**src/rtl/game_sequencer.sv**
```systemverilog
// Phase controller for the flappy-bird game loop: IDLE -> COUNT -> PLAY -> DYING -> OVER,
// driving datapath run/restart and tracking mode plus the session high score.
module game_sequencer #(
   parameter int COUNT_TICKS = 30,
   parameter int DYING_TICKS = 20,
   parameter int OVER_HOLD   = 10,
   parameter int SCORE_W     = 16
) (
   input  logic               clk_100ms,
   input  logic               rst,
   input  logic               start_btn,
   input  logic               mode_btn,
   input  logic               fail,
   input  logic [SCORE_W-1:0] score,
   output logic               run,
   output logic               restart,
   output logic [2:0]         phase,
   output logic [1:0]         countdown,
   output logic               mode,
   output logic [SCORE_W-1:0] high_score,
   output logic               new_record
);

   localparam int MAX_A     = (COUNT_TICKS > DYING_TICKS) ? COUNT_TICKS : DYING_TICKS;
   localparam int MAX_TICKS = (MAX_A > OVER_HOLD) ? MAX_A : OVER_HOLD;
   localparam int TIMER_W   = (MAX_TICKS > 1) ? $clog2(MAX_TICKS) : 1;

   localparam logic [TIMER_W-1:0] T_COUNT = TIMER_W'(COUNT_TICKS - 1);
   localparam logic [TIMER_W-1:0] T_DYING = TIMER_W'(DYING_TICKS - 1);
   localparam logic [TIMER_W-1:0] T_OVER  = TIMER_W'(OVER_HOLD - 1);

   typedef enum logic [2:0] {
      IDLE  = 3'd0,
      COUNT = 3'd1,
      PLAY  = 3'd2,
      DYING = 3'd3,
      OVER  = 3'd4
   } phase_t;

   phase_t               phase_reg;
   logic [TIMER_W-1:0]   timer_reg;
   logic                 start_q;
   logic                 mode_q;
   logic                 restart_reg;
   logic                 mode_reg;
   logic [SCORE_W-1:0]   high_score_reg;
   logic                 new_record_reg;
   logic                 start_rise;
   logic                 mode_rise;
   logic [TIMER_W-1:0]   countdown_full;

   assign start_rise = start_btn & ~start_q;
   assign mode_rise  = mode_btn & ~mode_q;

   always_ff @(posedge clk_100ms or negedge rst) begin
      if (!rst) begin
         phase_reg      <= IDLE;
         timer_reg      <= '0;
         start_q        <= 1'b0;
         mode_q         <= 1'b0;
         restart_reg    <= 1'b0;
         mode_reg       <= 1'b0;
         high_score_reg <= '0;
         new_record_reg <= 1'b0;
      end else begin
         start_q     <= start_btn;
         mode_q      <= mode_btn;
         restart_reg <= 1'b0;
         case (phase_reg)
            IDLE: begin
               if (mode_rise)
                  mode_reg <= ~mode_reg;
               if (start_rise) begin
                  phase_reg   <= COUNT;
                  timer_reg   <= T_COUNT;
                  restart_reg <= 1'b1;
               end
            end
            COUNT: begin
               if (timer_reg == '0)
                  phase_reg <= PLAY;
               else
                  timer_reg <= timer_reg - 1'b1;
            end
            PLAY: begin
               // Record is decided on the collision tick, from the score at that instant.
               if (fail) begin
                  phase_reg <= DYING;
                  timer_reg <= T_DYING;
                  if (score > high_score_reg) begin
                     high_score_reg <= score;
                     new_record_reg <= 1'b1;
                  end else begin
                     new_record_reg <= 1'b0;
                  end
               end
            end
            DYING: begin
               if (timer_reg == '0) begin
                  phase_reg <= OVER;
                  timer_reg <= T_OVER;
               end else begin
                  timer_reg <= timer_reg - 1'b1;
               end
            end
            OVER: begin
               // Presses during the hold-off are dropped rather than remembered.
               if (timer_reg != '0) begin
                  timer_reg <= timer_reg - 1'b1;
               end else if (start_rise) begin
                  phase_reg      <= COUNT;
                  timer_reg      <= T_COUNT;
                  restart_reg    <= 1'b1;
                  new_record_reg <= 1'b0;
               end
            end
            default: phase_reg <= IDLE;
         endcase
      end
   end

   assign countdown_full = timer_reg / TIMER_W'(10) + TIMER_W'(1);

   assign run        = (phase_reg == PLAY);
   assign restart    = restart_reg;
   assign phase      = phase_reg;
   assign countdown  = (phase_reg == COUNT) ? countdown_full[1:0] : 2'd0;
   assign mode       = mode_reg;
   assign high_score = high_score_reg;
   assign new_record = new_record_reg;

endmodule
```
**config.mk**
```make
export PLATFORM = sky130hd
export DESIGN_NAME = game_sequencer
export DESIGN_NICKNAME = d
export VERILOG_FILES = /design/src/rtl/game_sequencer.sv
export SDC_FILE = /design/constraint.sdc
export NUM_CORES = 1
export LEC_CHECK = 0
export BUFFER_PORTS_ARGS = -buffer_cell sky130_fd_sc_hd__buf_4
export CELL_PAD_IN_SITES_DETAIL_PLACEMENT = 1
export CELL_PAD_IN_SITES_GLOBAL_PLACEMENT = 2
export CORE_ASPECT_RATIO = 1.2
export CORE_MARGIN = 2
export CORE_UTILIZATION = 33
export DETAILED_ROUTE_END_ITERATION = 16
export PLACE_DENSITY_LB_ADDON = 0.1
export SYNTH_ARGS = -nofsm -noshare
export SYNTH_HDL_FRONTEND = slang
export SYNTH_SLANG_ARGS = --single-unit
```
**constraint.sdc**
```tcl
create_clock -name clk_100ms -period 2.15 [get_ports clk_100ms]
set_input_delay 0.3225 -clock clk_100ms [delete_from_list [all_inputs] [get_ports clk_100ms]]
set_output_delay 0.3225 -clock clk_100ms [all_outputs]
set_load 0.02 [all_outputs]
```
**After elaboration in Yosys (flattened, before gate mapping)**

Cells that the tools add are included.

- Register bits: 29
- Output and inout port bits: 25
- Input bits: 21
- Word-level logic and storage cells: 58

- Bitwise gates (word level): 5
- Mux-type cells: 21
- Equal/unequal tests: 10
- Magnitude comparators: 1
- Divide/modulo/power cells: 1
- Add/sub/neg operators: 2
- Reductions and logical operators: 10

Operators by type and width:

| cell | count |
|---|---|
| 2-to-1 mux 5 bit | 5 |
| one-hot mux 5 bit (5 select lines) | 1 |
| greater-than comparator 16 bit | 1 |
| 2-to-1 mux 3 bit | 5 |
| one-hot mux 3 bit (5 select lines) | 1 |
| != test 2 bit (second input constant) | 6 |
| nonzero test 5 bit | 2 |
| AND reduction 4 bit | 2 |
| equality test 3 x 2 -> 1 bit (second input constant) | 2 |
| 2-to-1 mux 1 bit | 6 |
| AND reduction 3 bit | 2 |
| divider 5 x 4 -> 5 bit (second input constant) | 1 |
| zero test 5 bit | 1 |
| subtractor 5 x 1 -> 5 bit (second input constant) | 1 |
| one-hot mux 1 bit (2 select lines) | 2 |
| equality test 3 x 1 -> 1 bit (second input constant) | 1 |
| equality test 3 bit (second input constant) | 1 |
| zero test 3 bit | 1 |
| inverter 1 bit | 3 |
| adder 2 x 1 -> 2 bit (second input constant) | 1 |
| AND 1 bit | 2 |
| 2-to-1 mux 2 bit | 1 |
| AND reduction 2 bit | 1 |
| nonzero test 2 bit | 1 |

**Depth between registers and ports, before layout**

- Depth after elaboration: 5
- Depth in mapped cells: 9
- Mapped depth without buffers: 7

**Worst setup path after synthesis**

OpenSTA, ideal clock, no wires.

- Path type: register to output
- From: reg timer_reg[0]
- To: out countdown[0]
- Buffers on the path: 0
- Stages on the path, launching flop included: 8
- Path slack: -320 ps
- Arrival: 2,148 ps
- Data required time: 1,827 ps
- Cell sequence: dfrtp_1 > inv_1 > ha_1 > nor2_1 > nand2_1 > a21oi_1 > nor2_1 > a2111oi_0

- Word-level cells in the longest chain between the ends: 3

Ends and longest elaborated chain:

| what | RTL line | text |
|---|---|---|
| start, declared | 41 | `logic [TIMER_W-1:0] timer_reg;` |
| start signal, assigned | 83 | `timer_reg <= timer_reg - 1'b1;` |
| start signal, assigned | 103 | `timer_reg <= timer_reg - 1'b1;` |
| start signal, assigned | 109 | `timer_reg <= timer_reg - 1'b1;` |
| divider 5 x 4 -> 5 bit | 122 | `assign countdown_full = timer_reg / TIMER_W'(10) + TIMER_W'(1);` |
| adder 2 x 1 -> 2 bit | 122 |  |
| 2-to-1 mux 2 bit | 127 | `assign countdown = (phase_reg == COUNT) ? countdown_full[1:0] : 2'd0;` |
| end, declared | 18 | `output logic [1:0] countdown,` |

Every way passes these cells.

**Final worst setup path**

- From: reg timer_reg[1]
- To: out countdown[0]

Same word-level chain as after synthesis.

==> impl_metrics.ini <==
[status]
run_status = complete, no violations

[hold_path]
worstHoldPathType = primary input to register
holdPathStages = 1
holdCritStartpoint = start_btn
timing.hold.worst_endpoint = start_q

[route]
drt-pass1-iter-count = 4
drc_errors = 0
first_iter_violations = 89
drt_wl_total_um = 7535
drt-wirelength-per-cell_um = 18.16
avgViaCountPerCell = 5.694
vias = 2363
detail-route-antenna-nets = 0

[setup_path]
timing.critical_path.arrival_ns = 1.82
worstReg2RegEnd = timer_reg[3]
worstPathMaxFanout = 4
reg2regPathDepth = 9
timing.setup.critical_path_class = register to output port
end_kind = output port
r2r_setup_slack_ns = 0.08
timing.rr.start = timer_reg[0]
critPathRequiredTime_ns = 1.83
critical_path.startpoint_type = register

[grt]
grt_pass1_vias = 2391
grt_overflow_total = 0
antenna_found_initial = 0
wire_length_of_the_first_global_routing_pass_um = 12240
grtUsageTotal_pct = 20.86
grt_start_max_net_pins = 30

[synth]
syn_inst = 268
post_synth_num_cell_types = 45
seq_area_frac_synth_pct = 31.82
total_of_flip_flops_plus_latches_after_synthesis = 29
synth_ff_type = sky130_fd_sc_hd__dfrtp_1
synth-async-reset-ratio_pct = 100.0
syn_area_um2 = 2281
mappedNetlistNets = 310
number_of_synthesized_flops_with_an_enable_pin = 0
yosysWarnings = 0
syn_area_per_cell_um2 = 8.511

[final_layout]
largest_register_ffs = 16
layout.nets = 369
layout.core_utilization_pct = 44.49
layout.cells.most_common_list = sky130_fd_sc_hd__buf_4, sky130_fd_sc_hd__dfrtp_1, sky130_fd_sc_hd__inv_1
most_frequent_standard_cell_in_the_layout_excluding_fill_and_tap_cells = sky130_fd_sc_hd__buf_4
areaGrowthSynthToFinish_pct = 32.09
num_antenna_cells = 0
drive_gt1_share_pct = 29.57

[clock_network]
cts_num_sinks = 29
clk_root_buffer_cell = sky130_fd_sc_hd__clkbuf_8
ctsHtreeMaxLevel = 2
clkSlewWorstSetupHoldPaths_ns = 0.07
clock_network_latency_to_the_later_pin_of_the_worst_skew_pair_ns = 0.29
cts_inserted_buffers = 5
tritoncts = yes
cts.path.max_buffers = 2

[timing]
tightestPinTransition_ns = 0.4273
fin_tns_setup_ns = 0
report.final.hold_viol_count = 0
min_tclk_post_route_ns = 2.141
rsz0062_at_grt = yes
finClkSkew_ns = 0.008644
final_min_period_over_clock_period_pct = 99.58
timing.final.setup_violations = 0
timing.final.max_slew_violations = 0
timing.hold.ws_ns = 0.1412
max_clock_freq_mhz = 467.1
maxSlewHeadroom_pct = 71.51

[power_and_ir_drop]
power_density_nw_per_um2 = 909.5
p_leak_nw = 1.314
max-vdd-ir-drop_mv = 0.5994

[floorplanning]
chipHeight_um = 95.08
io_pins = 46
placeableCoreArea_um2 = 6771
die_area_um2 = 7596
row_count = 33
start_util_pct = 33.68
die_x_um = 79.90

[job]
cap_violations = 0

[placement]
portBuffers = 45
place_hpwl_um = 5324
routabilityCongestion = 0.8248
-- layout make-up --
cell class / instances / area, µm²
Clock buffer: 5 / 68.82
Clock inverter: 3 / 65.06
Fill cell: 839 / 3759
Inverter: 24 / 90.09
Multi-Input combinational cell: 198 / 1430
Sequential cell: 29 / 725.7
Tap cell: 87 / 108.9
Timing Repair Buffer: 69 / 524.3
-- repair_timing --
| item | 4_1_cts | 5_1_grt |
|---|---|---|
| buffers inserted | 2 | 4 |
| setup endpoints to repair | 1 | 17 |
| hold buffers | 1 | 0 |
| gates cloned | 0 | 1 |
| hold endpoints to repair | 29 | 0 |
| gates resized for setup | 2 | 10 |
| pin swaps | 3 | 7 |
-- report_power, final --
group | switching (W) | internal [W] | total, W
clock network | 0.000242 | 0.000461 | 0.000702
logic | 0.000747 | 0.000583 | 0.00133
registers | 0.0000810 | 0.000627 | 0.000708
-- metrics by stage --
step | cell area [µm²] | std cells | setup slack (ns) | total power (W)
final | 3013 | 415 | 0.009103 | 0.002740
after floorplan | 2287 | 268 | 0.03888 | 0.001455
after global routing | 3013 | 415 | -0.07869 | 0.002953
after detailed placement | 2769 | 399 | 0.08433 | 0.001867
after global placement | 2769 | 399 | 0.1111 | 0.001854
after CTS | 2932 | 410 | 0.07225 | 0.002628
-- cells in the mapped netlist (all sizes together) (2+ instances only) --
| cell type | number | share of area, % |
|---|---|---|
| dfrtp | 29 | 32 |
| o21ai | 25 | 7.1 |
| inv | 24 | 3.9 |
| a21oi | 21 | 4.6 |
| ha | 21 | 12 |
| nand3 | 17 | 3.7 |
| a211oi | 16 | 5.3 |
| a32oi | 16 | 6.1 |
| nor2 | 16 | 2.6 |
| nand2 | 15 | 2.8 |
| clkbuf | 13 | 2.1 |
| buf | 5 | 1.9 |
| nand4 | 4 | 1.1 |
| a2bb2oi | 3 | 1.2 |
| a31oi | 3 | 0.82 |
| nand2b | 3 | 0.82 |
| nor2b | 3 | 0.82 |
| nor3 | 3 | 1.2 |
| o22ai | 3 | 0.82 |
| and2 | 2 | 0.55 |
| and3 | 2 | 0.55 |
| nand3b | 2 | 0.66 |
| o211ai | 2 | 0.66 |
| o221ai | 2 | 0.77 |
| or3 | 2 | 0.55 |
| xnor2 | 2 | 0.77 |
-- layer usage --
layer  track usage [%]  up-vias  share of wire, %
li1                  -     1125                 -
met1             24.37     1198                42
met2             39.44       31                55
met3             3.220        9               2.2
met4             5.085        0               1.2
met5                 0        -                 0
-- worst max-delay path, stage by stage (launching register included) --
cell and delay (ns):
sky130_fd_sc_hd__dfrtp_1 0.43, sky130_fd_sc_hd__ha_4 0.19, sky130_fd_sc_hd__nor2_4 0.11, sky130_fd_sc_hd__nand2_2 0.06, sky130_fd_sc_hd__a21oi_2 0.18, sky130_fd_sc_hd__nor2_2 0.07
sky130_fd_sc_hd__a2111oi_4 0.31, sky130_fd_sc_hd__buf_4 0.19
-- kinds of logic (layout without fill, tap and decap cells) --
logic type | after synthesis | in the layout | share of synthesized area [%]
buffers and inverters | 42 | 101 | 8.009
AO/OA/AOI/OAI | 98 | 98 | 30.06
flip-flops | 29 | 29 | 31.82
adder cells (fa/ha/maj) | 21 | 21 | 11.52
AND/OR/NAND/NOR | 76 | 77 | 17.83
XOR/XNOR | 2 | 2 | 0.7681
-- worst max-delay path by stage --
| stage | start | endpoint | slack [ns] |
|---|---|---|---|
| 2_1_floorplan | high_score[13] | high_score[10] | 0.04 |
| 3_3_place_gp | score[13] | high_score[0] | 0.11 |
| 3_5_place_dp | score[13] | high_score[8] | 0.08 |
| 4_1_cts | high_score[13] | high_score[0] | 0.07 |
| 5_1_grt | timer_reg[1] | countdown[0] | -0.08 |
| 6_report | timer_reg[1] | countdown[0] | 0.009 |
Note: power is estimated with default switching activity, not from simulation.
